**src/rtl/seq_deser_pkg.sv**
```systemverilog
// Shared constants and types for the 4-lane serial-to-parallel deserializer.
// Lane count and lane-index width live here so the counter and top agree.
package seq_deser_pkg;

    localparam int LANES = 4;

    typedef logic [$clog2(LANES)-1:0] lane_idx_t;

    localparam lane_idx_t LAST_LANE = lane_idx_t'(LANES - 1);

endpackage

```
**src/rtl/seq_deser_4x2b_if.sv**
```systemverilog
// Upstream beat handshake plus downstream assembled-word handshake.
// master drives beats and out_rdy; slave is the deserializer.
interface seq_deser_4x2b_if #(
    parameter int p_nbits = 2
);
    logic               in_val;
    logic               in_rdy;
    logic [p_nbits-1:0] in;
    logic               out_val;
    logic               out_rdy;
    logic [p_nbits-1:0] out0;
    logic [p_nbits-1:0] out1;
    logic [p_nbits-1:0] out2;
    logic [p_nbits-1:0] out3;

    modport master (
        output in_val, in, out_rdy,
        input  in_rdy, out_val, out0, out1, out2, out3
    );

    modport slave (
        input  in_val, in, out_rdy,
        output in_rdy, out_val, out0, out1, out2, out3
    );
endinterface

```
**src/rtl/seq_deser_ctr.sv**
```systemverilog
// Wrapping mod-LANES beat counter; advances once per accepted beat.
module seq_deser_ctr
    import seq_deser_pkg::*;
(
    input  logic      clk,
    input  logic      reset,
    input  logic      en,
    output lane_idx_t cnt
);

    always_ff @(posedge clk or negedge reset) begin
        if (!reset) begin
            cnt <= '0;
        end else if (en) begin
            cnt <= (cnt == LAST_LANE) ? '0 : cnt + lane_idx_t'(1);
        end
    end

endmodule

```
**src/rtl/seq_deser_4x2b.sv**
```systemverilog
// Collects LANES serial beats into one parallel word with a single output
// register; the last-lane beat stalls only while that register is still full.
module seq_deser_4x2b
    import seq_deser_pkg::*;
#(
    parameter int p_nbits = 2
) (
    input logic               clk,
    input logic               reset,
    seq_deser_4x2b_if.slave   bus
);

    lane_idx_t                          cnt;
    logic [LANES-2:0][p_nbits-1:0]      stg;
    logic [LANES-1:0][p_nbits-1:0]      word_q;
    logic                               out_val_q;
    logic                               last_lane;
    logic                               in_xfer;
    logic                               out_xfer;

    assign last_lane = (cnt == LAST_LANE);
    // A full output register blocks only the beat that would overwrite it.
    assign bus.in_rdy = !last_lane || !out_val_q || bus.out_rdy;
    assign in_xfer    = bus.in_val && bus.in_rdy;
    assign out_xfer   = out_val_q && bus.out_rdy;

    seq_deser_ctr u_ctr (
        .clk   (clk),
        .reset (reset),
        .en    (in_xfer),
        .cnt   (cnt)
    );

    always_ff @(posedge clk or negedge reset) begin
        if (!reset) begin
            stg <= '0;
        end else if (in_xfer) begin
            for (int i = 0; i < LANES - 1; i++) begin
                if (cnt == lane_idx_t'(i)) stg[i] <= bus.in;
            end
        end
    end

    // Load wins over drain so a same-cycle drain+load keeps out_val high.
    always_ff @(posedge clk or negedge reset) begin
        if (!reset) begin
            word_q    <= '0;
            out_val_q <= 1'b0;
        end else if (in_xfer && last_lane) begin
            word_q    <= {bus.in, stg};
            out_val_q <= 1'b1;
        end else if (out_xfer) begin
            out_val_q <= 1'b0;
        end
    end

    assign bus.out_val = out_val_q;
    assign bus.out0    = word_q[0];
    assign bus.out1    = word_q[1];
    assign bus.out2    = word_q[2];
    assign bus.out3    = word_q[3];

endmodule

```
**src/flat_wrapper.sv**
```systemverilog
// flat-port wrapper written by rule: the top's interface ports become plain ports
module seq_deser_4x2b_flat import seq_deser_pkg::*;
#(
    parameter int p_nbits = 2
)
  (clk, reset, bus_in_val, bus_in, bus_out_rdy, bus_in_rdy, bus_out_val, bus_out0, bus_out1, bus_out2, bus_out3);
  seq_deser_4x2b_if #(.p_nbits(p_nbits)) bus_i ();
  input logic clk;
  input logic reset;
  input wire logic [$bits(bus_i.in_val)-1:0] bus_in_val;
  input wire logic [$bits(bus_i.in)-1:0] bus_in;
  input wire logic [$bits(bus_i.out_rdy)-1:0] bus_out_rdy;
  output wire logic [$bits(bus_i.in_rdy)-1:0] bus_in_rdy;
  output wire logic [$bits(bus_i.out_val)-1:0] bus_out_val;
  output wire logic [$bits(bus_i.out0)-1:0] bus_out0;
  output wire logic [$bits(bus_i.out1)-1:0] bus_out1;
  output wire logic [$bits(bus_i.out2)-1:0] bus_out2;
  output wire logic [$bits(bus_i.out3)-1:0] bus_out3;
  assign bus_i.in_val = bus_in_val;
  assign bus_i.in = bus_in;
  assign bus_i.out_rdy = bus_out_rdy;
  assign bus_in_rdy = bus_i.in_rdy;
  assign bus_out_val = bus_i.out_val;
  assign bus_out0 = bus_i.out0;
  assign bus_out1 = bus_i.out1;
  assign bus_out2 = bus_i.out2;
  assign bus_out3 = bus_i.out3;
  seq_deser_4x2b #(.p_nbits(p_nbits)) u_core (.clk(clk), .reset(reset), .bus(bus_i));
endmodule
```
**config.mk**
```make
export PLATFORM = sky130hd
export DESIGN_NAME = seq_deser_4x2b_flat
export DESIGN_NICKNAME = d
export VERILOG_FILES = /design/src/rtl/seq_deser_pkg.sv /design/src/rtl/seq_deser_4x2b_if.sv /design/src/rtl/seq_deser_ctr.sv /design/src/rtl/seq_deser_4x2b.sv /design/src/flat_wrapper.sv
export SDC_FILE = /design/constraint.sdc
export NUM_CORES = 1
export LEC_CHECK = 0
export CAP_MARGIN = 20
export CORE_MARGIN = 1.5
export CORE_UTILIZATION = 31
export DETAILED_ROUTE_END_ITERATION = 8
export GPL_TIMING_DRIVEN = 0
export PLACE_DENSITY = 0.63
export SETUP_SLACK_MARGIN = 0.5
export SLEW_MARGIN = 20
export SYNTH_ARGS = -nofsm -noshare
export SYNTH_HDL_FRONTEND = slang
export SYNTH_SLANG_ARGS = --single-unit
export TNS_END_PERCENT = 30
```
**constraint.sdc**
```tcl
create_clock -name clk -period 1.4 [get_ports clk]
set_input_delay 0.28 -clock clk [delete_from_list [all_inputs] [get_ports clk]]
set_output_delay 0.28 -clock clk [all_outputs]
set_load 0.01 [all_outputs]
```
# Yosys cells after proc, flatten, opt, wreduce, memory -nomap -nowiden
# Index checks and enable logic that the tools add are counted.
dict set report totals {
  ff_bits 17
  output_inout_bits 10
  elab_cells 28
}
dict set report op_classes {
  n_mux 3
  add_sub_neg 1
  reduce_logical 12
  n_eq_ne 3
}
# op count
set op_table {}
lappend op_table {{2-bit AND reduction} 3}
lappend op_table {{2-bit == test (second input constant)} 2}
lappend op_table {{1-bit logical AND} 3}
lappend op_table {{2-bit by 1-bit adder with 2-bit output (second input constant)} 1}
lappend op_table {{2-bit by 1-bit == test with 1-bit output (second input constant)} 1}
lappend op_table {{1-bit logical NOT} 2}
lappend op_table {{2-bit logical NOT} 1}
lappend op_table {{1-bit logical OR} 2}
lappend op_table {{1-bit 2-to-1 mux} 2}
lappend op_table {{2-bit 2-to-1 mux} 1}
lappend op_table {{2-bit nonzero test} 1}

# Depth between registers and ports, before layout
# Gate-level depths: netlist (run 1).
dict set report logic_depth {
  ltp_word 7
  depth_mapped 5
  ltp_nobuf 4
}

# Modules after synthesis
# From an unflattened synthesis (run 1), not the netlist that was laid out.
dict set report unflattened {
  cells_unflattened 45
  hier_area_um2 721.9
}
# module instances area_each_um2 cells_each seq_area_each_um2
set by_module_without_submodules {}
lappend by_module_without_submodules {seq_deser_4x2b 1 633.1 39 375.4}
lappend by_module_without_submodules {seq_deser_ctr 1 88.8 6 50.0}

# Least setup slack after synthesis (run 1)
# OpenSTA, ideal clock, no wires.
dict set report synth_path {
  path_type {reg2reg}
  from {register u_core.u_ctr.cnt[0]}
  to {register u_core.word_q (netlist bit u_core.bus.out3[0])}
  arrival_ns 1.281
  path_slack_ns -0.005
  period_less_slack_ns 1.405
  t_required_ns 1.275
  setup_time_ns 0.125
  path_stages_with_launch 6
  cell_sequence {dfrtp_1 ha_1 nand2_1 nor2b_1 buf_6 mux2_2}
}
dict set report synth_via {
  elab_chain_len 6
}
# item line_no
set synth_lines {}
lappend synth_lines {{from (decl)} seq_deser_ctr.sv:8} ;# output lane_idx_t cnt
lappend synth_lines {{from (signal assigned)} seq_deser_ctr.sv:15} ;# cnt <= (cnt == LAST_LANE) ? '0 : cnt + lane_idx_t'(1);
lappend synth_lines {{2-bit == test *} seq_deser_4x2b.sv:21} ;# assign last_lane = (cnt == LAST_LANE);
lappend synth_lines {{1-bit logical NOT} seq_deser_4x2b.sv:23} ;# assign bus.in_rdy = !last_lane || !out_val_q || bus.out_rdy;
lappend synth_lines {{1-bit logical OR (2 in series)} seq_deser_4x2b.sv:23}
lappend synth_lines {{1-bit logical AND} seq_deser_4x2b.sv:24} ;# assign in_xfer = bus.in_val && bus.in_rdy;
lappend synth_lines {{1-bit logical AND *} seq_deser_4x2b.sv:49} ;# end else if (in_xfer && last_lane) begin
lappend synth_lines {{to (signal assigned)} seq_deser_4x2b.sv:50} ;# word_q <= {bus.in, stg};
lappend synth_lines {{to (decl)} seq_deser_4x2b.sv:15} ;# logic [LANES-1:0][p_nbits-1:0] word_q;
# Every way passes the cells marked *; elsewhere a longest branch is shown, timed or not.
# A chain may end at the register's enable or synchronous reset.

# Final worst setup path (run 1)
dict set report layout_path {
  from {register u_core.u_ctr.cnt[0]}
  to {output port bus_in_rdy}
}
dict set report layout_via {
  elab_chain_len 4
}
# item line_no
set layout_lines {}
lappend layout_lines {{2-bit == test} seq_deser_4x2b.sv:21}
lappend layout_lines {{1-bit logical NOT} seq_deser_4x2b.sv:23}
lappend layout_lines {{1-bit logical OR (2 in series)} seq_deser_4x2b.sv:23}
lappend layout_lines {{to (decl)} flat_wrapper.sv:13} ;# output wire logic [$bits(bus_i.in_rdy)-1:0] bus_in_rdy;
# No other way between the ends.

==> flow_metrics.tcl, run 1 <==
set metrics [dict create \
    clockPowerShare_pct 10.8 \
    final_common_cell "dfrtp_1" \
    cts_made_buffers 3 \
    drtIter0Drc 4 \
    synth_warnings 0 \
    min_path_type "primary input to async pin" \
    p_total_mw 2.31 \
    timing.final.crit_share_pct 99.8 \
    critPathMaxFanout 7 \
    die-area_um2 2740 \
    place_congestion 0.631 \
    wl_met2_um 530 \
    finalSetupTns_ps 0 \
    crit_path_max_incr_delay_ps 440 \
    switchingPower_uw 683 \
    finalNetCount 91 \
    cellInternalPower_mw 1.62 \
    layout_common_cells "dfrtp_1 (16), mux2_4 (14), buf_4 (10), buf_2 (8)" \
    skew_ps 1.56 \
    arrival_ps 1120 \
    layout_min_cycle_time_ps 1400 \
    initial_core_util_pct 33.5 \
    power_frac_seq_pct 38.2 \
    wl_met1_um 627 \
    maxSlewViolCount 0 \
    cts_buffer_depth 2 \
    syn_area_um2 754 \
    synth_cells 51 \
    maxCapViolCount 0 \
    fp.coreArea_um2 2250 \
    fill_cells 229 \
    drt_wl_total_um 1250 \
    ios 16 \
    antenna_cells 0 \
    port_buffers 15 \
    grt_max_degree 18 \
    final_cell_count_no_fill 108 \
    drive_gt1_share_pct 62.5 \
    cp_slowest_cell "dfrtp_2" \
    tightest_slew_ps 719 \
    fp.dieH_um 52.3 \
    vias_per_cell 4.57 \
    final_core_util_pct 47.9 \
    synth_nets 61 \
    antenna_found_initial 0 \
    setup_viol 0 \
    max-vdd-ir-drop_uv 922 \
    clockRootBuffer "clkbuf_4" \
    max_freq_mhz 715 \
    p_comb_share_pct 51.1 \
    maxUsedRoutingLayer "met4" \
    grt_pass1_vias 495 \
    drc_errors 0 \
    wire_per_inst_um 11.6 \
    grt-ovfl-total 0 \
    rows 17 \
    detail_route.first_pass.iterations 2 \
    avgSynthCellArea_um2 14.8 \
    cp.required_ps 1120 \
    synth_cell_type_count 13 \
    ys_seq_area_share_pct 56.4 \
    syn2layout_area_growth_pct 43.3 \
    path_clk_slew_ps 90 \
    relSlewSlack_pct 52.1 \
    rsz0062_at_grt "yes" \
    track_usage_pct 11.6 \
    final_antenna_net_count 0 \
    hold_violations 0 \
    vias 494 \
    cts_tree "yes" \
    cp_cell_sequence "ha_4 -> nand3b_4 -> buf_6" \
    r2r_cells 5 \
    startpoint_type "register" \
    cp-end-kind "output port" \
    die_x_um 52.3 \
    grt_pass1_wl_um 2210 \
    criticalPathCategory "register to output port" \
    powerDensity_nw_per_um2 2130 \
    place_inst 94 \
    swShare_pct 29.6 \
    clock_sinks 17 \
    outcome "complete, no violations" \
    htree_levels 1 \
    clk_latency_ps 280 \
    leakagePower_nw 0.549 \
    wl_met3_um 78 \
    ys_seq_elements 17 \
]
-- cell type report --
| type | instances | area [um2] | share of cell area [%] |
|---|---|---|---|
| Buffer | 1 | 15.0 | 1.39 |
| Clock buffer | 4 | 26.3 | 2.43 |
| Multi-Input combinational cell | 30 | 382 | 35.3 |
| Tap cell | 28 | 35.0 | 3.24 |
| Sequential cell | 17 | 427 | 39.5 |
| Timing Repair Buffer | 25 | 185 | 17.1 |
| Inverter | 3 | 11.3 | 1.04 |
-- worst paths after layout --
check                      slack [ps]                            start                              end
max                                 2  u_core.u_ctr.cnt[0]$_DFFE_PN0P_                       bus_in_rdy
min                               150                            reset   u_core.bus.out2[1]$_DFFE_PN0P_
max reg2reg                        30  u_core.u_ctr.cnt[0]$_DFFE_PN0P_        u_core.stg[4]$_DFFE_PN0P_
min reg2reg                       520        u_core.stg[2]$_DFFE_PN0P_        u_core.stg[2]$_DFFE_PN0P_
max in group asynchronous         750                            reset  u_core.u_ctr.cnt[0]$_DFFE_PN0P_
min in group clk                  510                       bus_in_val  u_core.u_ctr.cnt[0]$_DFFE_PN0P_
-- state kept, by name, indices dropped and copies added (netlist names) --
name / cells
u_core.bus.out0: 2
u_core.bus.out1: 2
u_core.bus.out2: 2
u_core.bus.out3: 2
u_core.bus.out_val: 1
u_core.stg: 6
u_core.u_ctr.cnt: 2
-- power by group through the flow --
stage	logic, mW	registers (mW)	clock network (mW)
2_1_floorplan	0.626	0.956	0
3_3_place_gp	1.02	0.917	0
3_5_place_dp	1.03	0.925	0
4_1_cts	1.18	0.880	0.270
5_1_grt	1.29	0.913	0.293
6_report	1.18	0.880	0.249
-- critical path, delay by kind of cell (launching register included) --
family	cells	cell delay [ps]
adder cells (fa/ha/maj)	1	180
buffers and inverters	1	110
AND/OR/NAND/NOR	1	110
flip-flops	1	440
-- stage by stage --
| step | instance area, um2 | hold WS, ps | setup WS (ps) |
|---|---|---|---|
| after floorplan | 822 | -15.6 | 66.4 |
| after global placement | 1010 | 488 | -374 |
| after detailed placement | 1010 | 497 | -386 |
| after CTS | 1070 | 169 | -19.9 |
| after global routing | 1080 | 211 | -63.1 |
| final | 1080 | 155 | 2.17 |
-- kinds of logic (layout without fill, tap and decap cells) --
group,after synthesis,in the layout,synth area share (%)
and+or+nand+nor,8,8,9.79
adders and majority gates,4,4,6.63
buffers and inverters,4,33,2.98
DFF,17,17,56.4
muxes,14,14,20.9
AOI/OAI and AO/OA,4,4,3.32
-- layer usage --
layer | GRT usage, % | vias up
li1 | - | 237
met1 | 15.1 | 242
met2 | 16.5 | 13
met3 | 3.43 | 2
met4 | 7.69 | 0
met5 | 0 | -
-- what timing repair did --
action                                 CTS  global route
hold buffers                             0             0
setup endpoints to repair               43            26
buffers inserted                        10             0
pin swaps                                2             0
resized for setup                       50             1
endpoints found under the hold margin    0             0
cloned                                   0             0
-- synthesized netlist by cell type --
| cell type | number | area share, % |
|---|---|---|
| nand2_1 | 2 | 1.0 |
| mux2_2 | 14 | 21 |
| dfrtp_1 | 17 | 56 |
| buf_6 | 1 | 1.5 |
| inv_1 | 3 | 1.5 |
| ha_1 | 4 | 6.6 |
| nor2b_1 | 1 | 0.83 |
| and3_4 | 3 | 4.5 |
| a31o_2 | 1 | 1.2 |
| a31oi_1 | 1 | 0.83 |
| nand3b_4 | 1 | 2.7 |
| a21oi_1 | 2 | 1.3 |
| nand2b_1 | 1 | 0.83 |
Power figures use the tool's default switching activity.
==> run 2, diff against run 1 <==
--- a/config.mk
+++ b/config.mk
@@ -10,7 +10,7 @@
 export CORE_UTILIZATION = 31
 export DETAILED_ROUTE_END_ITERATION = 8
 export GPL_TIMING_DRIVEN = 0
-export PLACE_DENSITY = 0.63
+export PLACE_DENSITY = 0.61
 export SETUP_SLACK_MARGIN = 0.5
 export SLEW_MARGIN = 20
 export SYNTH_ARGS = -nofsm -noshare
==> constraint.sdc (replaced) <==
create_clock -name clk -period 1.7 [get_ports clk]
set_input_delay 0.34 -clock clk [delete_from_list [all_inputs] [get_ports clk]]
set_output_delay 0.34 -clock clk [all_outputs]
set_load 0.01 [all_outputs]
==> run 2 against run 1 <==
Compared with the run above: die area unchanged; cell count decreased by 0.93%; clock-buffer cell count decreased by 1; cell area decreased by 1.0%; clock skew increased by 0.52 ps; combinational power decreased by 24%; clock power decreased by 14%; worst setup slack improved by 250 ps; global-route usage increased by 0.17 points; register-to-register slack improved by 230 ps; sequential share of layout area increased by 0.42 points; worst hold slack improved by 320 ps; critical endpoint unchanged.
==> flow_metrics.tcl, run 2 (same netlist as run 1, synthesis figures left out) <==
set metrics [dict create \
    outcome "complete, no violations" \
    layout_min_cycle_time_ps 1450 \
    die-area_um2 2740 \
    drc_errors 0 \
    maxSlewViolCount 0 \
    max-vdd-ir-drop_uv 840 \
    arrival_ps 1110 \
    clk_latency_ps 290 \
    maxCapViolCount 0 \
    place_congestion 0.705 \
    cp.required_ps 1360 \
    cts_tree "yes" \
    fp.coreArea_um2 2250 \
    ios 16 \
    swShare_pct 30.9 \
    cp-end-kind "output port" \
    vias_per_cell 4.64 \
    power_frac_seq_pct 39.7 \
    criticalPathCategory "register to output port" \
    grt_pass1_vias 512 \
    drive_gt1_share_pct 54.4 \
    grt-ovfl-total 0 \
    p_total_mw 1.84 \
    worstReg2RegEnd "u_core.stg[1]$_DFFE_PN0P_" \
    rows 17 \
    max_freq_mhz 689 \
    port_buffers 15 \
    grt_max_degree 18 \
    tightest_slew_ps 738 \
    final_common_cell "dfrtp_1" \
    r2r_cells 5 \
    antenna_cells 0 \
    detail_route.first_pass.iterations 2 \
    cellInternalPower_mw 1.27 \
    largest_register "u_core.stg" \
    p_comb_share_pct 48.7 \
    initial_core_util_pct 33.5 \
    syn2layout_area_growth_pct 41.8 \
    critPathMaxFanout 4 \
    pre_cts_ws_ps -159 \
    rsz0062_at_grt "yes" \
    timing.final.crit_share_pct 85.4 \
    min_path_type "primary input to async pin" \
    cts_made_buffers 3 \
    startpoint_type "register" \
    final_antenna_net_count 0 \
    worst_slack_ps 249 \
    dp_hpwl_um 919 \
    powerDensity_nw_per_um2 1720 \
    hold_violations 0 \
    wl_met1_um 609 \
    timing.rr.start "u_core.u_ctr.cnt[0]$_DFFE_PN0P_" \
    largest_reg_flops 6 \
    clockRootBuffer "clkbuf_4" \
    fp.dieH_um 52.3 \
    maxUsedRoutingLayer "met4" \
    wl_met3_um 99 \
    vias 496 \
    cts_buffer_depth 2 \
    setup_viol 0 \
    finalNetCount 90 \
    clock_sinks 17 \
    grt_pass1_wl_um 2270 \
    relSlewSlack_pct 50.7 \
    path_clk_slew_ps 90 \
    htree_levels 1 \
    drtIter0Drc 6 \
    skew_ps 2.08 \
    layout_common_cells "dfrtp_1 (16), mux2_4 (14), buf_4 (9), buf_2 (6)" \
    leakagePower_nw 0.538 \
    drt_wl_total_um 1370 \
    wire_per_inst_um 12.8 \
    wl_met2_um 617 \
    die_x_um 52.3 \
    antenna_found_initial 0 \
    r2r_setup_slack_ps 260 \
    track_usage_pct 11.8 \
    switchingPower_uw 568 \
    clockPowerShare_pct 11.6 \
]
run 2: cell types whose count changed in the layout (fill, tap and decap cells not counted), sizes merged:
cell           previous run  this run
dlygate4sd2               2         4
clkinv                    0         1
clkdlybuf4s50             3         4
clkbuf                    4         3
buf                      21        17
run 2: through the flow:
stage,TNS [ps],util [%],hold slack (ps),cell area [um2],instances
2_1_floorplan,0,-,44.4,822,51
3_3_place_gp,-1130,44.7,494,1010,94
3_5_place_dp,-1320,44.7,496,1010,94
4_1_cts,0,47.4,500,1070,107
5_1_grt,0,47.4,538,1070,107
6_report,0,47.4,475,1070,107
run 2: repair_timing:
action                                  in CTS  in global routing
resized for setup                           34                  0
endpoints found under the setup margin      25                 22
setup buffers                                9                  0
hold buffers                                 0                  0
pin swaps                                    2                  0
run 2: power by group through the flow:
stage,clock [mW],combinational (mW),sequential [mW]
floorplan,0,0.515,0.788
global placement,0,0.843,0.754
detailed placement,0,0.862,0.762
CTS,0.223,0.906,0.729
global route,0.240,0.979,0.751
finish,0.213,0.896,0.732
run 2: worst max path at each step:
stage,startpoint,end,slack [ps],cells after the start
4_1_cts,u_core.u_ctr.cnt[0]$_DFFE_PN0P_,bus_in_rdy,240,3
5_1_grt,u_core.u_ctr.cnt[1]$_DFFE_PN0P_,bus_in_rdy,190,3
3_5_place_dp,bus_out_rdy,bus_in_rdy,-160,3
2_1_floorplan,u_core.u_ctr.cnt[0]$_DFFE_PN0P_,u_core.bus.out0[0]$_DFFE_PN0P_,370,5
3_3_place_gp,bus_out_rdy,bus_in_rdy,-160,3
6_report,u_core.u_ctr.cnt[0]$_DFFE_PN0P_,bus_in_rdy,250,3
run 2: layout make-up:
| type | count | area [um2] |
|---|---|---|
| well taps | 28 | 35.0 |
| clock inverters | 1 | 5.00 |
| flip-flops and latches | 17 | 427 |
| fillers | 217 | 1180 |
| repair buffers | 24 | 184 |
| clock buffers | 3 | 22.5 |
| multi-input cells | 30 | 374 |
| inverters | 3 | 11.3 |
| plain buffers | 1 | 11.3 |
run 2: per-layer routing:
layer,vias up,GRT usage (%)
met3,4,6.29
met4,0,5.56
met5,-,0
met2,15,19.0
li1,231,-
met1,246,12.6
run 2: worst max-delay path, stage by stage, from the launching register on:
cell and delay, ps:
dfrtp_2 440, ha_4 180, nand3b_4 90, buf_6 100
==> run 3, diff against run 2 <==
--- a/config.mk
+++ b/config.mk
@@ -7,10 +7,10 @@
 export LEC_CHECK = 0
 export CAP_MARGIN = 20
 export CORE_MARGIN = 1.5
-export CORE_UTILIZATION = 31
+export CORE_UTILIZATION = 51
 export DETAILED_ROUTE_END_ITERATION = 8
 export GPL_TIMING_DRIVEN = 0
-export PLACE_DENSITY = 0.61
+export PLACE_DENSITY = 0.88
 export SETUP_SLACK_MARGIN = 0.5
 export SLEW_MARGIN = 20
 export SYNTH_ARGS = -nofsm -noshare
==> run 3 against run 2 <==
Compared with the run above: critical path depth stayed put; combinational power is 1% higher; power is 0.46% higher; largest cell class unchanged; die area is 37% lower; fmax hardly changed; global-route usage is 6.5 points higher; first-iteration DRC count is 83% lower; worst hold slack better by 19 ps; sequential share of layout area is 0.14 points higher; sequential power is 0.7% higher.
==> flow_metrics.tcl, run 3 (same netlist as run 1, synthesis figures left out) <==
set metrics [dict create \
    crit_path_max_incr_delay_ps 440 \
    cts_made_buffers 3 \
    htree_levels 1 \
    ios 16 \
    min_path_type "primary input to async pin" \
    antenna_found_initial 0 \
    startpoint_type "register" \
    fp.dieH_um 41.5 \
    place_congestion 0.658 \
    skew_ps 3.10 \
    grt_max_degree 18 \
    cp_cell_sequence "ha_4 -> nand3b_4 -> buf_6" \
    cp.required_ps 1360 \
    die-area_um2 1720 \
    final_antenna_net_count 0 \
    hold_violations 0 \
    drive_gt1_share_pct 51.9 \
    grt_pass1_vias 518 \
    p_total_mw 1.85 \
    r2r_cells 5 \
    max-vdd-ir-drop_uv 1080 \
    cts_buffer_depth 2 \
    vias 485 \
    vias_per_cell 5.27 \
    wire_per_inst_um 15.1 \
    largest_register "u_core.stg" \
    rows 13 \
    final_common_cell "dfrtp_1" \
    largest_reg_flops 6 \
    cp-end-kind "output port" \
    arrival_ps 1110 \
    cts_tree "yes" \
    worst_slack_ps 249 \
    syn2layout_area_growth_pct 41.3 \
    die_x_um 41.5 \
    setup_viol 0 \
    clockRootBuffer "clkbuf_4" \
    track_usage_pct 18.3 \
    cp.depth 3 \
    max_freq_mhz 689 \
    leakagePower_nw 0.546 \
    path_clk_slew_ps 90 \
    drc_errors 0 \
    grt-ovfl-total 0 \
    powerDensity_nw_per_um2 1730 \
    pre_cts_ws_ps -173 \
    outcome "complete, no violations" \
    relSlewSlack_pct 50.6 \
    rsz0062_at_grt "yes" \
    clock_sinks 17 \
    drt_wl_total_um 1390 \
    tightest_slew_ps 739 \
    layout_common_cells "dfrtp_1 (16), mux2_4 (14), dlygate4sd2_1 (8), buf_4 (7)" \
    timing.final.crit_share_pct 85.3 \
    cp_slowest_cell "dfrtp_2" \
    criticalPathCategory "register to output port" \
    holdBufCountCts 0 \
    cpLargestDelayFamily "flip-flops" \
    maxSlewViolCount 0 \
    dp_hpwl_um 941 \
    whs_ps 494 \
    drtIter0Drc 1 \
    antenna_cells 0 \
    maxCapViolCount 0 \
    fp.coreArea_um2 1330 \
    initial_core_util_pct 56.6 \
    layout_min_cycle_time_ps 1450 \
    clk_latency_ps 280 \
    detail_route.first_pass.iterations 2 \
    port_buffers 15 \
    grt_pass1_wl_um 2380 \
    critPathMaxFanout 5 \
    worst-path-buf-inv 1 \
    finalNetCount 88 \
]
run 3: cell type report:
cell class	count	area, um2
multi-input combinational	30	389
buffer	1	15.0
clock buffer	4	26.3
fill	84	268
sequential	17	427
timing repair buffer	22	179
inverter	3	11.3
tap	15	18.8
run 3: worst paths after layout:
| kind | start | slack [ps] | to |
|---|---|---|---|
| min in group clk | bus_out_rdy | 500 | u_core.bus.out_val$_DFFE_PN0P_ |
| worst max-delay path | u_core.u_ctr.cnt[0]$_DFFE_PN0P_ | 250 | bus_in_rdy |
| max in group asynchronous | reset | 700 | u_core.u_ctr.cnt[0]$_DFFE_PN0P_ |
| worst max register to register | u_core.u_ctr.cnt[0]$_DFFE_PN0P_ | 270 | u_core.stg[2]$_DFFE_PN0P_ |
| worst min-delay path | reset | 490 | u_core.stg[1]$_DFFE_PN0P_ |
| worst min register to register | u_core.bus.out1[0]$_DFFE_PN0P_ | 510 | u_core.bus.out1[0]$_DFFE_PN0P_ |
run 3: timing repair:
item | 4_1_cts | 5_1_grt
resized for setup | 30 | 1
cloned | 0 | 0
pin swaps | 2 | 0
buffers inserted | 7 | 0
hold endpoints to repair | 0 | 0
endpoints found under the setup margin | 25 | 23
run 3: power by group:
group	switching, mW	total [mW]	internal (mW)
clock	0.114	0.204	0.0909
sequential	0.125	0.737	0.612
combinational	0.335	0.908	0.573
total	0.574	1.85	1.28
run 3: metrics by stage:
stage | cells | area [um2] | util [%] | TNS [ps]
2_1_floorplan | 51 | 822 | - | 0
3_3_place_gp | 81 | 991 | 74.3 | -1050
3_5_place_dp | 81 | 991 | 74.3 | -1230
4_1_cts | 92 | 1070 | 79.9 | 0
5_1_grt | 92 | 1070 | 79.9 | 0
6_report | 92 | 1070 | 79.9 | 0
run 3: per-layer routing:
metal	global-route usage, %	vias up	wire (um)
met4	5.81	0	0
met5	0	-	0
li1	-	229	-
met3	4.35	0	58
met2	33.1	11	738
met1	21.0	245	588
==> RTL change 1 (flow settings as in run 1) <==
`p_nbits` is set to 2 in 3 places; all go to 3.
--- a/src/rtl/seq_deser_4x2b_if.sv
+++ b/src/rtl/seq_deser_4x2b_if.sv
@@ -3,3 +3,3 @@
 interface seq_deser_4x2b_if #(
-    parameter int p_nbits = 2
+    parameter int p_nbits = 3
 );
--- a/src/rtl/seq_deser_4x2b.sv
+++ b/src/rtl/seq_deser_4x2b.sv
@@ -5,3 +5,3 @@
 #(
-    parameter int p_nbits = 2
+    parameter int p_nbits = 3
 ) (
--- a/src/flat_wrapper.sv
+++ b/src/flat_wrapper.sv
@@ -3,3 +3,3 @@
 #(
-    parameter int p_nbits = 2
+    parameter int p_nbits = 3
 )
Ports: changed (5 resized); port bits go from 16 to 21. No check against the original RTL was run, so the function may have changed too.
==> RTL change 1 against run 1 <==
The flow now finishes with violations (setup timing). Worst setup slack got worse by 0.057 ns. Die area rose by 38%. First-iteration DRC count rose to 6.8 times the old value. Cell area rose by 38%. Wire length increased by 54%. Total power is 45% higher. Register-to-register slack got worse by 0.05 ns. Sequential cell count up 7. Count of clock-buffer cells in the layout down 1. Synthesized area is 41% higher. Sequential share of layout area up 1.0 points. Critical path type unchanged. Highest routed layer unchanged.
==> RTL change 1: results (changes against run 1) <==
Outcome
  – Status: finished, violations left (was finished, final reports clean)
  – Violated checks: setup timing

CTS
  – # resized after CTS: 69 (was 50)
  – Worst-Skew Late Latency: 0.31 ns (was 0.28 ns)
  – Post-CTS Setup Repair Bufs: 13 (was 10)

Setup path
  – R2r setup slk: -0.02 ns (was 0.03 ns)

STA
  – Final setup vio count: 7 (was 0)
  – Setup ws final: -0.0551 ns (was 0.00217 ns)
  – TNS Setup: -0.113 ns (was 0 ns)

Route
  – Initial DRC count: 27 (was 4)
  – DRT met1 WL: 874 um (was 627 um)
  – Average wire per standard cell: 13.0 um (was 11.6 um)
  – DR WL met2: 962 um (was 530 um)
  – Total iterations of the first detailed-routing run: 3 (was 2)
  – Met3 wire length: 67 um (was 78 um)

Synthesis
  – Avg Inst Size Synth: 16.3 sq um (was 14.8 sq um)
  – Synth area leaders: dfrtp_1 57%, mux2_4 13%, mux2_2 13% (was dfrtp_1 56%, mux2_2 21%, ha_1 6.6%)
  – Post-Syn Nets: 76 (was 61)
  – Synth cell types: 15 (was 13)
  – Post-synthesis mux area share: 25.5% (was 20.9%)
  – Compound-gate portion of the synthesized area: 2.36% (was 3.32%)

Placed design
  – Routability cong.: 0.675 (was 0.631)

Global route
  – First-pass GRT wire length: 3130 um (was 2210 um)
  – GRT Total Usage: 11.2% (was 11.6%)
  – GRT met2 Usage: 18.9% (was 16.5%)
  – Vias in the first global route: 688 (was 495)
  – M3 GR Usage: 1.26% (was 3.43%)

Final layout
  – NumNets Final: 114 (was 91)
  – Largest register FFs: 9 (was 6)
  – Fillcell total: 301 (was 229)

Power and ir drop
  – Worst vdd ir: 0.511 mV (was 0.922 mV)
RTL change 1: cell types whose count changed after synthesis:
cell,delta
buf_6,-1
mux2_2,-2
nor2b_4,+1
dfrtp_1,+7
nand2_4,+1
nor2b_1,-1
nand2_1,-1
buf_8,+1
mux2_4,+9
RTL change 1: final cells by class:
| type | instances | area [sq um] | share of cell area [%] |
|---|---|---|---|
| clock inverter | 1 | 30.0 | 2.02 |
| inverter | 3 | 11.3 | 0.758 |
| timing repair buffer | 33 | 244 | 16.4 |
| clock buffer | 3 | 22.5 | 1.52 |
| buffer | 1 | 20.0 | 1.35 |
| multi-input combinational | 37 | 499 | 33.6 |
| tap | 46 | 57.6 | 3.87 |
| sequential | 24 | 602 | 40.5 |
RTL change 1: worst min-delay path by stage:
stage,depth (start not counted),slack (ns),end
after floorplan,0,-0.02,u_core.bus.out0[0]$_DFFE_PN0P_
after global placement,1,0.49,u_core.bus.out2[2]$_DFFE_PN0P_
after detailed placement,1,0.50,u_core.bus.out1[2]$_DFFE_PN0P_
after CTS,1,0.05,u_core.bus.out0[0]$_DFFE_PN0P_
after global routing,1,0.07,u_core.bus.out0[0]$_DFFE_PN0P_
final,1,0.04,u_core.stg[5]$_DFFE_PN0P_
RTL change 1: kinds of logic (layout without fill, tap and decap cells):
logic type	Yosys count	in the layout
flops	24	24
mux	21	21
fa+ha+maj	4	4
buf+inv	4	41
simple gates	8	8
compound gates	4	4
RTL change 1: power by group:
part,total (mW),switching [mW],internal (mW)
combinational,1.60,0.560,1.04
sequential,1.25,0.199,1.05
clock,0.499,0.210,0.289
total,3.34,0.968,2.37
RTL change 1: worst max-delay path: cells and delay by family, from the launching register on:
kind	cells	cell delay, ns
flops	1	0.45
simple gates	1	0.11
buf+inv	1	0.11
fa+ha+maj	1	0.19
==> RTL change 2 (flow settings as in run 1) <==
Made on the original files. Reset style: synchronous (`reset`), changed in 3 clocked blocks.
--- a/src/rtl/seq_deser_ctr.sv
+++ b/src/rtl/seq_deser_ctr.sv
@@ -10,3 +10,3 @@
 
-    always_ff @(posedge clk or negedge reset) begin
+    always_ff @(posedge clk) begin
         if (!reset) begin
--- a/src/rtl/seq_deser_4x2b.sv
+++ b/src/rtl/seq_deser_4x2b.sv
@@ -33,3 +33,3 @@
 
-    always_ff @(posedge clk or negedge reset) begin
+    always_ff @(posedge clk) begin
         if (!reset) begin
@@ -44,3 +44,3 @@
     // Load wins over drain so a same-cycle drain+load keeps out_val high.
-    always_ff @(posedge clk or negedge reset) begin
+    always_ff @(posedge clk) begin
         if (!reset) begin
Check against the original RTL: differs if reset is asserted again (counterexample within 10 cycles, from zero or initial values and one cycle with reset low); with reset held inactive, the same outputs for 10 cycles.
==> RTL change 2 against run 1 <==
Sequential cell count is the same. Wire length grew 30%. First-iteration DRC count grew 25%. Worst setup slack gained 0.10 ns. Global-route usage grew 1.2 points. Cell area grew 3.1%. Core utilization shrank 2.1 points. Clock skew grew 0.0025 ns. Sequential share of layout area shrank 7.3 points. Synthesized area grew 3.6%.
Power is not compared: it rests on default switching activity, and its combinational part moved more than twofold at a synthesized area within 25%.
==> RTL change 2: results (changes against run 1) <==
Synthesis
  – Post-synth top flop: dfxtp_1 (was dfrtp_1)
  – Post-Syn Nets: 90 (was 61)
  – Synth area leaders: dfxtp_1 44%, mux2i_1 9.0%, a21boi_1 7.7% (was dfrtp_1 56%, mux2_2 21%, ha_1 6.6%)

Placed design
  – Placed Cells: 125 (was 94)
  – Pre-CTS setup slack: -0.343 ns (was -0.386 ns)
  – Routability cong.: 0.703 (was 0.631)

Setup path
  – R2R depth: 7 (was 5)
  – Max stage delay on crit path: 0.37 ns (was 0.44 ns)
  – Reg-to-reg startpoint: u_core.u_ctr.cnt[1]$_SDFFE_PN0P_ (was u_core.u_ctr.cnt[0]$_DFFE_PN0P_)
  – Critical path fanouts, max: 2 (was 7)
  – Slowest-stage cell, CP: dfxtp_4 (was dfrtp_2)
  – CP arrival: 1.02 ns (was 1.12 ns)

STA
  – Clk_skew: 0.00403 ns (was 0.00156 ns)
  – F_max: 772 MHz (was 715 MHz)

Global route
  – Pin count of the biggest net entering global routing: 11 (was 18)
  – First-pass GRT wire length: 2580 um (was 2210 um)

Worst hold path
  – Hold/Removal Path Class: input port to flop (was input port to async pin)

CTS
  – Reg clk slew, reported paths: 0.11 ns (was 0.09 ns)
  – Worst-Skew Late Latency: 0.30 ns (was 0.28 ns)

Route
  – DRT Wirelength: 1630 um (was 1250 um)
  – Via-per-instance ratio: 4.78 (was 4.57)
  – Initial DRC count: 5 (was 4)
  – Average wire per standard cell: 12.1 um (was 11.6 um)
  – Total iterations of the first detailed-routing run: 5 (was 2)

Final layout
  – Fillcell total: 237 (was 229)
  – NumNets Final: 115 (was 91)

Outcome
  – Status: finished, final reports clean (unchanged)
[RTL change 2: cell type report]
class	instances	area (sq um)	area share (%)
clock inverter	1	5.00	0.449
timing repair buffer	20	204	18.3
clock buffer	3	22.5	2.02
sequential	17	359	32.2
inverter	2	7.51	0.673
multi-input combinational	57	453	40.6
buffer	4	26.3	2.36
tap	30	37.5	3.37
[RTL change 2: power breakdown]
group	total (mW)	switching, mW	internal, mW
Sequential	0.507	0.0111	0.496
Clock	0.276	0.170	0.107
Combinational	0.106	0.0464	0.0599
[RTL change 2: cell families (layout without fill, tap and decap cells)]
logic type,count (synthesis),count (layout),share of synthesized area [%]
fa+ha+maj,4,4,6.40
simple gates,28,28,21.9
mux,7,7,8.96
flops,17,17,43.5
buf+inv,6,30,4.32
compound gates,18,18,14.9
[RTL change 2: worst max-delay path by stage]
stage                                                start                          endpoint
after CTS                 u_core.u_ctr.cnt[0]$_SDFFE_PN0P_                        bus_in_rdy
after global placement                         bus_out_rdy                        bus_in_rdy
after detailed placement                       bus_out_rdy                        bus_in_rdy
final                     u_core.u_ctr.cnt[1]$_SDFFE_PN0P_                        bus_in_rdy
after global routing      u_core.u_ctr.cnt[1]$_SDFFE_PN0P_                        bus_in_rdy
after floorplan           u_core.u_ctr.cnt[1]$_SDFFE_PN0P_  u_core.u_ctr.cnt[0]$_SDFFE_PN0P_
[RTL change 2: metal layers]
layer / track usage, % / routed length [um] / part of all wire, %
met1: 13.9 / 661 / 41
met2: 21.4 / 858 / 53
met3: 3.39 / 60 / 3.7
met4: 8.97 / 47 / 2.9
met5: 0 / 0 / 0
[RTL change 2: critical path: cells and delay by family, from the launching register on]
kind,cells,cell delay [ns]
flops,1,0.37
fa+ha+maj,1,0.14
simple gates,1,0.08
buf+inv,1,0.12
[RTL change 2: what timing repair did]
item | 4_1_cts | 5_1_grt
hold endpoints to repair | 0 | 0
resized for setup | 52 | 14
hold buffers | 0 | 0
pin swaps | 1 | 5
buffers inserted | 4 | 1
setup endpoints to repair | 27 | 27
[RTL change 2: stage by stage]
stage / cell area [sq um] / hold slack [ns] / setup TNS (ns)
floorplan: 797 / 0.427 / 0
global placement: 985 / 0.446 / -1.41
detailed placement: 985 / 0.451 / -1.56
CTS: 1070 / 0.468 / 0
global route: 1110 / 0.446 / 0
finish: 1110 / 0.409 / 0
